[src/rtl/serial_cmp_sched_if.sv]
// Request/result bundle for serial_cmp_sched.
// Ports:
//   req0_valid/req0_ready/req0_a/req0_b - requester 0 operand pair handshake
//   req1_valid/req1_ready/req1_a/req1_b - requester 1 operand pair handshake
//   res_valid/res_ready                 - result handshake
//   res_gt/res_eq/res_lt/res_id         - compare outcome and owning requester
// The slave modport is the scheduler; the master modport is the requester/consumer side.
interface serial_cmp_sched_if #(
    parameter int WIDTH = 8
) ();
    logic             req0_valid;
    logic             req0_ready;
    logic [WIDTH-1:0] req0_a;
    logic [WIDTH-1:0] req0_b;
    logic             req1_valid;
    logic             req1_ready;
    logic [WIDTH-1:0] req1_a;
    logic [WIDTH-1:0] req1_b;
    logic             res_valid;
    logic             res_ready;
    logic             res_gt;
    logic             res_eq;
    logic             res_lt;
    logic             res_id;

    modport master (
        output req0_valid, req0_a, req0_b, req1_valid, req1_a, req1_b, res_ready,
        input  req0_ready, req1_ready, res_valid, res_gt, res_eq, res_lt, res_id
    );

    modport slave (
        input  req0_valid, req0_a, req0_b, req1_valid, req1_a, req1_b, res_ready,
        output req0_ready, req1_ready, res_valid, res_gt, res_eq, res_lt, res_id
    );
endinterface

[src/rtl/serial_cmp_sched.sv]
// Shares one external 1-bit chainable comparator cell between two requesters.
// The cell computes cell_w = (cell_a ^ cell_b) ? cell_b : cell_in, i.e. a running "B > A"
// flag. Requests are round-robin arbitrated, operands captured, then walked LSB->MSB through
// the cell, holding each bit SETTLE cycles. The result is returned on a valid/ready port.
// Ports:
//   clk, rst_n              - clock (rising edge), asynchronous active-low reset
//   bus (slave modport)     - two request handshakes and the result handshake
//   cell_a, cell_b, cell_in - bit pair and chain input driven to the shared cell
//   cell_w                  - cell output, sampled on the last settle cycle of each bit
module serial_cmp_sched #(
    parameter int WIDTH  = 8,
    parameter int SETTLE = 1,
    parameter bit SIGNED = 1'b0
) (
    input  logic                clk,
    input  logic                rst_n,
    serial_cmp_sched_if.slave   bus,
    output logic                cell_a,
    output logic                cell_b,
    output logic                cell_in,
    input  logic                cell_w
);
    localparam int CNT_W = (WIDTH > 1) ? $clog2(WIDTH) : 1;
    localparam int SET_W = (SETTLE > 1) ? $clog2(SETTLE) : 1;

    localparam logic [1:0] ST_IDLE = 2'd0;
    localparam logic [1:0] ST_RUN  = 2'd1;
    localparam logic [1:0] ST_DONE = 2'd2;

    logic [1:0]       state;
    logic             rr_ptr;
    logic [WIDTH-1:0] op_a;
    logic [WIDTH-1:0] op_b;
    logic             op_id;
    logic [CNT_W-1:0] bit_cnt;
    logic [SET_W-1:0] settle_cnt;
    logic             acc;
    logic             eq_acc;

    logic in_idle;
    logic in_run;
    logic in_done;
    logic grant_any;
    logic grant_id;
    logic bit_a;
    logic bit_b;
    logic last_bit;
    logic last_settle;
    logic swap;

    always_comb begin
        // Gating with rst_n keeps the ready outputs low while reset is held.
        in_idle     = (state == ST_IDLE) && rst_n;
        in_run      = (state == ST_RUN);
        in_done     = (state == ST_DONE);
        grant_any   = in_idle && (bus.req0_valid || bus.req1_valid);
        grant_id    = (bus.req0_valid && bus.req1_valid) ? rr_ptr : bus.req1_valid;
        bit_a       = op_a[bit_cnt];
        bit_b       = op_b[bit_cnt];
        last_bit    = (bit_cnt == CNT_W'(WIDTH - 1));
        last_settle = (settle_cnt == SET_W'(SETTLE - 1));
        // A set sign bit makes a value smaller, so the MSB pair is fed reversed.
        swap        = SIGNED && last_bit;
    end

    always_comb begin
        bus.req0_ready = grant_any && !grant_id;
        bus.req1_ready = grant_any && grant_id;

        cell_a  = in_run && (swap ? bit_b : bit_a);
        cell_b  = in_run && (swap ? bit_a : bit_b);
        cell_in = in_run && acc;

        bus.res_valid = in_done;
        bus.res_eq    = in_done && eq_acc;
        bus.res_lt    = in_done && acc && !eq_acc;
        bus.res_gt    = in_done && !acc && !eq_acc;
        bus.res_id    = in_done && op_id;
    end

    always_ff @(posedge clk or negedge rst_n) begin
        if (!rst_n) begin
            state      <= ST_IDLE;
            rr_ptr     <= 1'b0;
            op_a       <= '0;
            op_b       <= '0;
            op_id      <= 1'b0;
            bit_cnt    <= '0;
            settle_cnt <= '0;
            acc        <= 1'b0;
            eq_acc     <= 1'b1;
        end else begin
            case (state)
                ST_IDLE: begin
                    if (grant_any) begin
                        op_a       <= grant_id ? bus.req1_a : bus.req0_a;
                        op_b       <= grant_id ? bus.req1_b : bus.req0_b;
                        op_id      <= grant_id;
                        rr_ptr     <= !grant_id;
                        acc        <= 1'b0;
                        eq_acc     <= 1'b1;
                        bit_cnt    <= '0;
                        settle_cnt <= '0;
                        state      <= ST_RUN;
                    end
                end
                ST_RUN: begin
                    if (last_settle) begin
                        settle_cnt <= '0;
                        acc        <= cell_w;
                        eq_acc     <= eq_acc && !(bit_a ^ bit_b);
                        if (last_bit) begin
                            state <= ST_DONE;
                        end else begin
                            bit_cnt <= bit_cnt + CNT_W'(1);
                        end
                    end else begin
                        settle_cnt <= settle_cnt + SET_W'(1);
                    end
                end
                ST_DONE: begin
                    if (bus.res_ready) begin
                        state <= ST_IDLE;
                    end
                end
                default: state <= ST_IDLE;
            endcase
        end
    end
endmodule

[src/flat_wrapper.sv]
// flat-port wrapper written by rule: the top's interface ports become plain ports
module serial_cmp_sched_flat 
#(
    parameter int WIDTH  = 8,
    parameter int SETTLE = 1,
    parameter bit SIGNED = 1'b0
)
  (clk, rst_n, cell_a, cell_b, cell_in, cell_w, bus_req0_valid, bus_req0_a, bus_req0_b, bus_req1_valid, bus_req1_a, bus_req1_b, bus_res_ready, bus_req0_ready, bus_req1_ready, bus_res_valid, bus_res_gt, bus_res_eq, bus_res_lt, bus_res_id);
  serial_cmp_sched_if #(.WIDTH(WIDTH)) bus_i ();
  input  logic clk;
  input  logic rst_n;
  output logic cell_a;
  output logic cell_b;
  output logic cell_in;
  input  logic cell_w;
  input wire logic [$bits(bus_i.req0_valid)-1:0] bus_req0_valid;
  input wire logic [$bits(bus_i.req0_a)-1:0] bus_req0_a;
  input wire logic [$bits(bus_i.req0_b)-1:0] bus_req0_b;
  input wire logic [$bits(bus_i.req1_valid)-1:0] bus_req1_valid;
  input wire logic [$bits(bus_i.req1_a)-1:0] bus_req1_a;
  input wire logic [$bits(bus_i.req1_b)-1:0] bus_req1_b;
  input wire logic [$bits(bus_i.res_ready)-1:0] bus_res_ready;
  output wire logic [$bits(bus_i.req0_ready)-1:0] bus_req0_ready;
  output wire logic [$bits(bus_i.req1_ready)-1:0] bus_req1_ready;
  output wire logic [$bits(bus_i.res_valid)-1:0] bus_res_valid;
  output wire logic [$bits(bus_i.res_gt)-1:0] bus_res_gt;
  output wire logic [$bits(bus_i.res_eq)-1:0] bus_res_eq;
  output wire logic [$bits(bus_i.res_lt)-1:0] bus_res_lt;
  output wire logic [$bits(bus_i.res_id)-1:0] bus_res_id;
  assign bus_i.req0_valid = bus_req0_valid;
  assign bus_i.req0_a = bus_req0_a;
  assign bus_i.req0_b = bus_req0_b;
  assign bus_i.req1_valid = bus_req1_valid;
  assign bus_i.req1_a = bus_req1_a;
  assign bus_i.req1_b = bus_req1_b;
  assign bus_i.res_ready = bus_res_ready;
  assign bus_req0_ready = bus_i.req0_ready;
  assign bus_req1_ready = bus_i.req1_ready;
  assign bus_res_valid = bus_i.res_valid;
  assign bus_res_gt = bus_i.res_gt;
  assign bus_res_eq = bus_i.res_eq;
  assign bus_res_lt = bus_i.res_lt;
  assign bus_res_id = bus_i.res_id;
  serial_cmp_sched #(.WIDTH(WIDTH), .SETTLE(SETTLE), .SIGNED(SIGNED)) u_core (.clk(clk), .rst_n(rst_n), .bus(bus_i), .cell_a(cell_a), .cell_b(cell_b), .cell_in(cell_in), .cell_w(cell_w));
endmodule
[config.mk]
export PLATFORM = sky130hd
export DESIGN_NAME = serial_cmp_sched_flat
export DESIGN_NICKNAME = d
export VERILOG_FILES = /design/src/rtl/serial_cmp_sched_if.sv /design/src/rtl/serial_cmp_sched.sv /design/src/flat_wrapper.sv
export SDC_FILE = /design/constraint.sdc
export NUM_CORES = 1
export LEC_CHECK = 0
export ABC_AREA = 1
export CORE_AREA = 2 2 60 62
export DETAILED_ROUTE_END_ITERATION = 8
export DIE_AREA = 0 0 62 64
export PLACE_DENSITY = 0.77
export SLEW_MARGIN = 10
export SYNTH_ARGS = -nofsm -noshare
export SYNTH_HDL_FRONTEND = slang
export SYNTH_SLANG_ARGS = --single-unit
export TNS_END_PERCENT = 100
[constraint.sdc]
create_clock -name clk -period 1.46 [get_ports clk]
set_input_delay 0.292 -clock clk [delete_from_list [all_inputs] [get_ports clk]]
set_output_delay 0.292 -clock clk [all_outputs]
set_load 0.005 [all_outputs]
==> metrics <==
reg-to-reg endpoint=u_core.bit_cnt[0]; IO Pins=48; Post-Layout Inst Area=2550 µm²; P_int=2.71 mW; CTS root buffer=clkbuf_4; core area=3280 µm²; Netlist cell types=23; Initial Util=43.7%; RePlAce Congestion=0.922; Mapped Area=1440 µm²; Worst-Skew Late Latency=0.31 ns; Peak supply drop=0.895 mV; CP max FO=5; Worst Reg-to-Reg Cells=8; CP endpoint=cell_b; Die Height=64 µm; Post-DP Area=2170 µm²; Port-buffer cells=47; Die W=62 µm; Max Fclk=554 MHz; fin. max-slew vios=0; Sw Ratio=40.2%; delay-heaviest family, CP=flip-flops; met3 GRT Util=2.23%; Req. time, crit path=1.17 ns; combinational share of power=66.6%; crit end category=primary output; largest net degree at the start of global routing=26; hpwl dp=2.71 mm; crit path launch=u_core.bit_cnt[0]; Cells after Synth=189; post-route ant nets=0; CP Data Arrival Time=1.51 ns; vias per cell=4.78; initial antenna violation count=0; Max-Cap Viols=0; Clock Power Share=6.8%; Final Skew=0.00194 ns; Hold Path Class=primary input to async pin; most frequent cells in the layout=nand2_1 (58), clkdlybuf4s50_1 (34), buf_4 (33); via count=1579; RR Startpoint=u_core.bit_cnt[0]; htree depth=1; r2r setup slk=0.02 ns; n_diodes=0; post-cts hold buffer count=0; final worst path period need=1.80 ns; share of cells above drive strength 1=43.0%; met2 usage=38.9%; # rows=21; worst hold-check slack=-0.0102 ns; clock-pin slew on the worst setup and hold paths=0.13 ns; gr usage total=22.2%; Post-Route WL=4.15 mm; Syn Nets=229; Pre-antenna DRT Iters=4; largest area contributor in the netlist=dfrtp_1; top cell type's share of synthesized area=41.8%; Crit Path Class=register to primary output; # fillers=243; P_leak=1.27 nW; drt initial violations=26; failing checks=hold timing, setup timing; global-route wire length before repair=6.73 mm; total of warnings raised by yosys=0; met1 Use GR=27.7%; Max Root-Sink Buffers=2; CP startpoint kind=register; setup ws final=-0.345 ns; register bit count reported by yosys=25; commonest non-fill, non-tap cell in the layout=nand2_1; CTS tree=done; CP max stage delay=0.45 ns; final period utilization=124%; Layout area overhead=77.7%; Clock Sinks=25; PD cells=1780 nW/µm²; Reg power frac=26.6%; final setup vio count=10; syn_area_per_cell=7.60 µm²; DRC viols=0; Buf+Inv Stages, Crit Path=4; Slew @ Worst Pin=0.316 ns; Layout Nets=325; grt ovf=0; crit path cell chain=buf_6 > buf_6 > nand2_2 > nand3_2 > nand3_2 > nand3_2 > inv_2 > buf_6; slowest cell on the critical path=dfrtp_1; unrepaired setup endpoints after global routing=yes; Max-slew headroom=78.9%; top cells by area, synth=dfrtp_1 (42%), nand2_1 (18%), inv_1 (8.4%), o211ai_2 (6.1%), nand3_1 (5.2%); Psw=1.82 mW; WP depth=8; part of the Yosys area used for sequential elements=43.6%; status=complete, but fails checks; number of global-route vias before repair=1608; count of final hold-check violations=24; die area=3970 µm²; busiest grt layer=met2; TritonCTS buffer count=3; WL per Instance=12.6 µm
==> metrics by stage <==
| step | TNS, ns | std cells | utilization (%) | power (mW) | setup WS (ns) |
|---|---|---|---|---|---|
| floorplan | 0 | 189 | - | 2.35 | 0.145 |
| CTS | -3.00 | 327 | 74.4 | 4.31 | -0.355 |
| finish | -1.79 | 330 | 77.7 | 4.54 | -0.345 |
| detailed placement | -10.22 | 310 | 66.2 | 3.41 | -0.634 |
| global route | -2.85 | 330 | 77.7 | 4.88 | -0.420 |
| global placement | -9.53 | 310 | 66.2 | 3.36 | -0.612 |
==> cell usage after synthesis, drive strengths merged <==
cell type / instances
o21ai: 5
nor2: 10
a21oi: 1
inv: 34
nor3: 3
o211ai: 14
buf: 5
o31ai: 1
ha: 2
o22ai: 1
dfrtp: 24
nand3: 17
nand2: 71
dfstp: 1
==> power groups by stage <==
stage          Clock (mW)  Combinational, mW  Sequential [mW]
6_report            0.310               3.02             1.21
3_5_place_dp            0               2.23             1.18
4_1_cts             0.314               2.82             1.17
3_3_place_gp            0               2.19             1.18
5_1_grt             0.338               3.31             1.24
2_1_floorplan           0               1.20             1.15
==> repair_timing <==
item	CTS	global route
pin swaps	23	20
resized for setup	91	36
setup endpoints to repair	20	32
cloned	1	0
buffers inserted	17	11
==> worst register-to-register path, stage by stage (launching register included) <==
cell,delay (ns)
dfrtp_1,0.45
buf_6,0.15
buf_6,0.11
ha_2,0.17
ha_2,0.17
inv_2,0.08
nand2_4,0.07
nand3_2,0.08
o21ai_2,0.06
==> cell type report <==
type	instances	area, µm²	area share [%]
clock buffer	4	26.3	1.03
multi-input combinational	125	788	30.9
inverter	34	140	5.49
timing repair buffer	96	912	35.7
sequential	25	628	24.6
tap	46	57.6	2.25
==> worst min-delay path by stage <==
stage / to / startpoint / slack (ns) / cells after the start
final: u_core.op_a[3] / rst_n / -0.01 / 2
after floorplan: u_core.acc / rst_n / -0.004 / 0
after global routing: u_core.state[0] / rst_n / 0.01 / 2
after CTS: u_core.op_b[0] / rst_n / 0.38 / 2
after global placement: u_core.op_a[4] / u_core.op_a[4] / 0.48 / 2
after detailed placement: u_core.op_a[4] / u_core.op_a[4] / 0.49 / 2
==> sequential cells by signal, indices dropped and copies added, names as in the netlist <==
| register | cells |
|---|---|
| u_core.state | 2 |
| u_core.bit_cnt | 3 |
| u_core.op_id | 1 |
| u_core.eq_acc | 1 |
| u_core.op_a | 8 |
| u_core.rr_ptr | 1 |
| u_core.acc | 1 |
| u_core.op_b | 8 |
==> logic make-up (layout without fill, tap and decap cells) <==
| logic type | count (synthesis) | count (layout) | synth area share (%) |
|---|---|---|---|
| AO/OA/AOI/OAI | 22 | 22 | 12.8 |
| adder cells (fa/ha/maj) | 2 | 2 | 1.74 |
| buffers and inverters | 39 | 134 | 11.8 |
| flip-flops | 25 | 25 | 43.6 |
| AND/OR/NAND/NOR | 101 | 101 | 30.1 |
==> metal layers <==
layer,vias to the layer above,wire length (µm)
li1,782,-
met1,735,1760
met2,56,2130
met3,6,220
met4,0,40
met5,-,0
Power figures use the tool's default switching activity.
